**src/rtl/ubutterfly_s2b_if.sv**
```systemverilog
// Result bus of the stochastic-to-binary decoder: sample enable, window start,
// the four butterfly bitstreams, and the valid/ready result handshake.
// The decoder takes the slave side; stimulus and result consumer take the master side.
interface ubutterfly_s2b_if #(
    parameter int unsigned BITWIDTH = 8
) ();
    logic                       iEn;
    logic                       iStart;
    logic                       iReal0;
    logic                       iImg0;
    logic                       iReal1;
    logic                       iImg1;
    logic                       iReady;
    logic                       oBusy;
    logic                       oValid;
    logic signed [BITWIDTH:0]   oReal0;
    logic signed [BITWIDTH:0]   oImg0;
    logic signed [BITWIDTH:0]   oReal1;
    logic signed [BITWIDTH:0]   oImg1;

    modport slave (
        input  iEn, iStart, iReal0, iImg0, iReal1, iImg1, iReady,
        output oBusy, oValid, oReal0, oImg0, oReal1, oImg1
    );

    modport master (
        output iEn, iStart, iReal0, iImg0, iReal1, iImg1, iReady,
        input  oBusy, oValid, oReal0, oImg0, oReal1, oImg1
    );
endinterface

```
**src/rtl/ubutterfly_s2b.sv**
```systemverilog
// Stochastic-to-binary decoder for the butterfly stage outputs.
// Counts ones on four bipolar streams over 2^BITWIDTH enabled samples,
// converts each count C to 2C - L (saturated to BITWIDTH+1 signed) and
// offers the four results through a valid/ready handshake.
// Optional build macro S2B_SCALE_COMP_EN: results are additionally shifted
// left by SCALE and saturated to [-L, L-1].
module ubutterfly_s2b #(
    parameter int unsigned BITWIDTH = 8,
    parameter int unsigned SCALE    = 1
) (
    input  logic            iClk,
    input  logic            iRst,
    ubutterfly_s2b_if.slave bus
);
    localparam int unsigned L = 1 << BITWIDTH;

`ifdef S2B_SCALE_COMP_EN
    localparam int unsigned SCALE_EN = 1;
`else
    localparam int unsigned SCALE_EN = 0;
`endif

    // Without compensation the shift is zero; the common saturation stage then
    // only folds +L down to L-1, which is the plain conversion rule.
    localparam int unsigned SHIFT = SCALE * SCALE_EN;
    localparam int unsigned WW    = BITWIDTH + 2 + SHIFT;

    localparam logic signed [WW-1:0] MAXV = WW'(L - 1);
    localparam logic signed [WW-1:0] MINV = -MAXV - 1;

    typedef enum logic [1:0] {
        IDLE,
        ACCUM,
        DONE
    } state_t;

    state_t                   stateQ;
    state_t                   stateD;
    logic [BITWIDTH-1:0]      winCnt;
    logic [BITWIDTH:0]        onesCnt  [4];
    logic [BITWIDTH:0]        onesNext [4];
    logic signed [BITWIDTH:0] result   [4];
    logic [3:0]               bits;
    logic                     lastSample;
    logic                     handshake;
    logic                     clearCnt;
    logic                     accumEn;
    logic                     loadRes;
    logic                     busy;
    logic                     valid;

    // Count C in 0..L to bipolar value, optional scale, saturate.
    function automatic logic signed [BITWIDTH:0] convert(input logic [BITWIDTH:0] count);
        logic [BITWIDTH+1:0]      diff;
        logic signed [WW-1:0]     wide;
        logic signed [BITWIDTH:0] res;
        // 2C - L lies in [-L, L], so modular arithmetic at BITWIDTH+2 bits is exact.
        diff = {count, 1'b0} - (BITWIDTH + 2)'(L);
        wide = WW'($signed(diff));
        wide = wide <<< SHIFT;
        if (wide > MAXV) begin
            res = MAXV[BITWIDTH:0];
        end else if (wide < MINV) begin
            res = MINV[BITWIDTH:0];
        end else begin
            res = wide[BITWIDTH:0];
        end
        return res;
    endfunction

    assign bits       = {bus.iImg1, bus.iReal1, bus.iImg0, bus.iReal0};
    assign lastSample = (stateQ == ACCUM) && bus.iEn && (&winCnt);
    assign handshake  = (stateQ == DONE) && bus.iReady;

    // State register.
    always_ff @(posedge iClk) begin
        if (iRst) begin
            stateQ <= IDLE;
        end else begin
            stateQ <= stateD;
        end
    end

    // Next-state logic: window start, last sample, result acceptance.
    always_comb begin
        stateD = stateQ;
        case (stateQ)
            IDLE: begin
                if (bus.iStart) begin
                    stateD = ACCUM;
                end
            end
            ACCUM: begin
                if (lastSample) begin
                    stateD = DONE;
                end
            end
            DONE: begin
                if (handshake) begin
                    stateD = bus.iStart ? ACCUM : IDLE;
                end
            end
            default: stateD = IDLE;
        endcase
    end

    // Output and datapath strobes decoded from the current state.
    always_comb begin
        busy     = (stateQ == ACCUM);
        valid    = (stateQ == DONE);
        clearCnt = ((stateQ == IDLE) && bus.iStart) || (handshake && bus.iStart);
        accumEn  = (stateQ == ACCUM) && bus.iEn;
        loadRes  = lastSample;
    end

    // Ones counts including the current input bit.
    always_comb begin
        for (int unsigned i = 0; i < 4; i++) begin
            onesNext[i] = onesCnt[i] + {{BITWIDTH{1'b0}}, bits[i]};
        end
    end

    // Window and ones counters: cleared on window start, advance on enabled samples.
    always_ff @(posedge iClk) begin
        if (iRst || clearCnt) begin
            winCnt <= '0;
            for (int unsigned i = 0; i < 4; i++) begin
                onesCnt[i] <= '0;
            end
        end else if (accumEn) begin
            winCnt <= winCnt + 1'b1;
            for (int unsigned i = 0; i < 4; i++) begin
                onesCnt[i] <= onesNext[i];
            end
        end
    end

    // Result registers: loaded with the final counts (last sample included).
    always_ff @(posedge iClk) begin
        if (iRst) begin
            for (int unsigned i = 0; i < 4; i++) begin
                result[i] <= '0;
            end
        end else if (loadRes) begin
            for (int unsigned i = 0; i < 4; i++) begin
                result[i] <= convert(onesNext[i]);
            end
        end
    end

    assign bus.oBusy  = busy;
    assign bus.oValid = valid;
    assign bus.oReal0 = result[0];
    assign bus.oImg0  = result[1];
    assign bus.oReal1 = result[2];
    assign bus.oImg1  = result[3];
endmodule

```
**src/flat_wrapper.sv**
```systemverilog
// flat-port wrapper written by rule: the top's interface ports become plain ports
module ubutterfly_s2b_flat 
#(
    parameter int unsigned BITWIDTH = 8,
    parameter int unsigned SCALE    = 1
)
  (iClk, iRst, bus_iEn, bus_iStart, bus_iReal0, bus_iImg0, bus_iReal1, bus_iImg1, bus_iReady, bus_oBusy, bus_oValid, bus_oReal0, bus_oImg0, bus_oReal1, bus_oImg1);
  ubutterfly_s2b_if #(.BITWIDTH(BITWIDTH)) bus_i ();
  input  logic iClk;
  input  logic iRst;
  input wire logic [$bits(bus_i.iEn)-1:0] bus_iEn;
  input wire logic [$bits(bus_i.iStart)-1:0] bus_iStart;
  input wire logic [$bits(bus_i.iReal0)-1:0] bus_iReal0;
  input wire logic [$bits(bus_i.iImg0)-1:0] bus_iImg0;
  input wire logic [$bits(bus_i.iReal1)-1:0] bus_iReal1;
  input wire logic [$bits(bus_i.iImg1)-1:0] bus_iImg1;
  input wire logic [$bits(bus_i.iReady)-1:0] bus_iReady;
  output wire logic [$bits(bus_i.oBusy)-1:0] bus_oBusy;
  output wire logic [$bits(bus_i.oValid)-1:0] bus_oValid;
  output wire logic [$bits(bus_i.oReal0)-1:0] bus_oReal0;
  output wire logic [$bits(bus_i.oImg0)-1:0] bus_oImg0;
  output wire logic [$bits(bus_i.oReal1)-1:0] bus_oReal1;
  output wire logic [$bits(bus_i.oImg1)-1:0] bus_oImg1;
  assign bus_i.iEn = bus_iEn;
  assign bus_i.iStart = bus_iStart;
  assign bus_i.iReal0 = bus_iReal0;
  assign bus_i.iImg0 = bus_iImg0;
  assign bus_i.iReal1 = bus_iReal1;
  assign bus_i.iImg1 = bus_iImg1;
  assign bus_i.iReady = bus_iReady;
  assign bus_oBusy = bus_i.oBusy;
  assign bus_oValid = bus_i.oValid;
  assign bus_oReal0 = bus_i.oReal0;
  assign bus_oImg0 = bus_i.oImg0;
  assign bus_oReal1 = bus_i.oReal1;
  assign bus_oImg1 = bus_i.oImg1;
  ubutterfly_s2b #(.BITWIDTH(BITWIDTH), .SCALE(SCALE)) u_core (.iClk(iClk), .iRst(iRst), .bus(bus_i));
endmodule
```
**config.mk**
```make
export PLATFORM = sky130hd
export DESIGN_NAME = ubutterfly_s2b_flat
export DESIGN_NICKNAME = d
export VERILOG_FILES = /design/src/rtl/ubutterfly_s2b_if.sv /design/src/rtl/ubutterfly_s2b.sv /design/src/flat_wrapper.sv
export SDC_FILE = /design/constraint.sdc
export NUM_CORES = 1
export LEC_CHECK = 0
export ABC_AREA = 1
export BUFFER_PORTS_ARGS = -buffer_cell sky130_fd_sc_hd__buf_4
export CAP_MARGIN = 25
export CORE_MARGIN = 3
export CORE_UTILIZATION = 60
export CTS_BUF_LIST = sky130_fd_sc_hd__clkbuf_4
export CTS_CLUSTER_DIAMETER = 40
export DETAILED_ROUTE_END_ITERATION = 8
export PLACE_DENSITY_LB_ADDON = 0.08
export SLEW_MARGIN = 0
export SYNTH_ARGS = -nofsm -noshare
export SYNTH_HDL_FRONTEND = slang
export SYNTH_SLANG_ARGS = --single-unit
export TNS_END_PERCENT = 20
```
**constraint.sdc**
```tcl
create_clock -name iClk -period 2.54 [get_ports iClk]
set_input_delay 0.635 -clock iClk [delete_from_list [all_inputs] [get_ports iClk]]
set_output_delay 0.635 -clock iClk [all_outputs]
set_load 0.01 [all_outputs]
```
* Word level (Yosys, flattened, before mapping)
Memory sizes are Yosys's and may differ from the RTL's.
Cells that the tools add are included.
** Storage, ports and cells
- Register bits :: 10
- Bits in writable memories :: 72
- Input port bits :: 9
- Output and inout port bits :: 38
- Logic and storage cells :: 83
- Memories kept :: 2
** Memories
- u_core.onesCnt :: depth 4, width 9, read ports 4, clocked after Yosys merged registers in 0, write ports 4, RTL line ubutterfly_s2b.sv:40 : logic [BITWIDTH:0] onesCnt [4];
- u_core.result :: depth 4, width 9, read ports 4, clocked after Yosys merged registers in 0, write ports 4, RTL line ubutterfly_s2b.sv:42 : logic signed [BITWIDTH:0] result [4];
** Cells by class
- $add $sub $neg :: 9
- $lt $le $gt $ge :: 8
- Equality and inequality tests :: 5
- Multiplexer cells :: 39
- Bitwise logic cells :: 8
- Reductions and logical operators :: 10
** Operators with widths (number)
- $mux W9 :: 24
- $gt A10 B9 Y1 const B :: 4
- $lt A10 B9 Y1 const B :: 4
- $sub A10 B9 Y10 const B :: 4
- $add A9 B1 Y9 :: 4
- $mux W1 :: 11
- $add A8 B1 Y8 const B :: 1
- $or A1 B1 Y1 :: 8
- $reduce_and A8 Y1 :: 1
- $mux W2 :: 3
- $pmux W2 S3 :: 1
- $logic_and A1 B1 Y1 :: 5
- $ne A2 B1 Y1 const B :: 2
- $reduce_and A3 Y1 :: 1
- $eq A2 B1 Y1 const B :: 1
- $eq A2 B2 Y1 const B :: 1
- $logic_not A2 Y1 :: 1
- $logic_or A1 B1 Y1 :: 2
- $ne A2 B2 Y1 const B :: 1

* Logic depth before layout (Yosys ltp)
An unclocked memory read counts as a cell.
- Word-level depth :: 9
- Mapped depth :: 10
- Gate-level depth less buffers :: 10

* Worst setup path before layout
Ideal clock, no wire load.
- Path kind :: input to register
- Start :: in bus_iReady
- End :: mem u_core.onesCnt[0][0] in the netlist's numbering (enable)
- Library setup time :: 0.394 ns
- Data arrival time :: 1.910 ns
- Data required time :: 2.146 ns
- Path slack :: 0.236 ns
- Cell stages on the path :: 7
- Buffers on the path :: 1
- Cell sequence :: inv_1 -> nand2_1 -> nand3_1 -> nand2_1 -> inv_1 -> buf_2 -> nand2_1
** RTL lines
- start, declared :: RTL line flat_wrapper.sv:17 : input wire logic [$bits(bus_i.iReady)-1:0] bus_iReady;
- end, declared :: RTL line ubutterfly_s2b.sv:40

==> impl_metrics.yaml <==
outcome:
  status: "finished, final reports clean"
worst_hold_path:
  worstHoldPathCells: 2
  hold_class: "input pin to register"
  min_to: "u_core.stateQ[0]"
  hold_start: "iRst"
clock_tree:
  cts-buffers-inserted: 9
  cts.sinks: 82
  post_cts_resized: 0
  cts_tree: "yes"
  clkTransAtPathRegs_ps: 130
  cts_hold_buffers: 0
  clock_path_buffers: 2
  h-tree-depth: 3
  cts_setup_buffers: 0
  clk_latency_ps: 430
  cts_root_buf: "clkbuf_4"
synthesis:
  syn_area_per_cell_sq_um: 9.50
  synth_top_area_frac: 0.537
  yosysTopAreaCell: "edfxtp_1"
  synth_common_cells: "nand2_1 (100), edfxtp_1 (72), inv_1 (65)"
  synth_area_sq_um: 4030
  synth_edf_count: 72
  synth.distinct_cells: 23
  synth_ff_type: "edfxtp_1"
  post-synth-top-count-cell: "nand2_1"
  syn_nets: 442
  yosysSeqAreaShare: 0.586
  async_flop_share: 0
  synth_area_leaders: "edfxtp_1 (54%), nand2_1 (9.3%), nand3_1 (6.3%)"
  ys_warn_count: 0
  netlist_instances: 424
  ys_ff_latch: 82
routing:
  first_iter_violations: 143
  wire_per_inst_um: 12.6
  ant_nets: 0
  drcViolationCount: 0
  vias: 2889
  avgViaCountPerCell: 5.11
  wirelength_um: 7120
  dr.pass1.iters: 4
setup_path:
  startpoint_type: "register"
  startpoint: "u_core.winCnt[0]"
  path_class: "register to register"
  r2r_slack_ps: 640
  path_max_fanout: 22
  rr_worst_depth: 8
  cp.required_ps: 2820
  r2r-end: "u_core.result[0][8]"
  end_kind: "register"
  r2r_start: "u_core.winCnt[0]"
  critPathArrivalTime_ps: 2180
floorplanning:
  ios: 47
  die_h_um: 87.9
  rows: 29
  coreArea_sq_um: 6420
  initial_core_util: 0.627
  die_area_sq_um: 7730
  die_w_um: 87.9
timing:
  finClkSkew_ps: 16.7
  finalSetupTns_ps: 0
  finalSetupViolCount: 0
  period_minus_slack_ps: 1900
  fin_ws_ps: 643
  rsz0062_at_grt: "no"
  min_period_over_period: 0.747
  maxSlewHeadroom: 0.754
  max_freq_mhz: 527
  whs_ps: 429
  finalHoldViolCount: 0
  final-max-slew-violation-count: 0
  tightest_slew_ps: 369
grt:
  antenna_found_initial: 0
  first_global_vias: 2610
  overflow: 0
  groute.usage.overall: 0.196
  grt_pass1_wl_um: 11600
  grt_max_degree: 28
power_and_ir_drop:
  p_total_mw: 2.57
  leakage_nw: 2.18
  pwr_density_cell_nw_per_um2: 555
  irDropWorstVdd_mv: 0.400
finish:
  final_nets: 501
  area.growth.synth_to_final_pct: 14.9
  multi_input_area_sq_um: 1370
  n_fill_cell: 516
  n_antenna_cell: 0
  layout.cells.non_filler: 565
  utilization: 0.721
  postLayoutCellArea_sq_um: 4630
  drive_gt1_frac: 0.160
  regArea_sq_um: 2360
placed_design:
  placed_cell_area_sq_um: 4500
  gp_congestion: 0.862
  portBuffers: 46
  hpwl_um: 5230
  dpl_worst_slack_ps: 304
  dp_cells: 549
run:
  drv_cap: 0
==> power breakdown <==
group	leakage, nW	internal (mW)	switching [mW]
Clock	0.0675	0.303	0.443
Sequential	0.820	1.54	0.0423
Combinational	1.29	0.0966	0.148
Total	2.18	1.94	0.634
==> metal layers <==
layer,global-route usage,part of all wire,wire length (um)
met5,0,0,0
met2,0.318,0.48,3450
met3,0.0348,0.051,364
met4,0.0837,0.016,116
met1,0.258,0.45,3190
==> cell type report <==
class | instances | area share
repair buffers | 55 | 0.0919
well taps | 77 | 0.0208
clock buffers | 10 | 0.0162
inverters | 65 | 0.0527
flip-flops and latches | 82 | 0.510
multi-input cells | 270 | 0.296
clock inverters | 6 | 0.0124
==> sequential cells by signal (all words and copies together) (netlist names) <==
register        cells
u_core.stateQ       2
u_core.winCnt       8
u_core.onesCnt     36
u_core.result      36
==> worst max-delay path: stages, from the launching register on <==
cell and delay, ps:
dfxtp_1 410, ha_1 210, nand3_1 130, nor2_4 190, nand2_4 100, nor2_8 320, buf_4 230, nand2_1 60
nor2_1 100
==> how the worst max path moves through the flow <==
stage,endpoint,cells after the start
floorplan,u_core.onesCnt[0][0],7
global placement,u_core.result[3][6],10
detailed placement,u_core.result[3][6],10
CTS,u_core.result[0][8],8
global route,u_core.result[0][5],8
finish,u_core.result[0][8],8
==> layout by cell type (no fill, tap or decap), drive strengths merged, types with 5 or more instances in the layout <==
| cell type | instances |
|---|---|
| clkbuf | 10 |
| o21ai | 5 |
| nand3 | 56 |
| buf | 55 |
| a21oi | 8 |
| and3 | 7 |
| nor2 | 60 |
| dfxtp | 10 |
| nand2 | 101 |
| inv | 65 |
| ha | 9 |
| edfxtp | 72 |
| xor2 | 15 |
==> cell families (layout without fill, tap and decap cells) <==
| group | Yosys count | in the layout | share of synthesized area |
|---|---|---|---|
| xor gates and xnor gates | 18 | 18 | 0.0391 |
| AOI/OAI and AO/OA | 14 | 14 | 0.0180 |
| DFF | 82 | 82 | 0.586 |
| buffers and inverters | 72 | 136 | 0.0739 |
| adders and majority gates | 9 | 9 | 0.0280 |
| and+or+nand+nor | 229 | 229 | 0.255 |
Note: power is estimated with default switching activity, not from simulation.
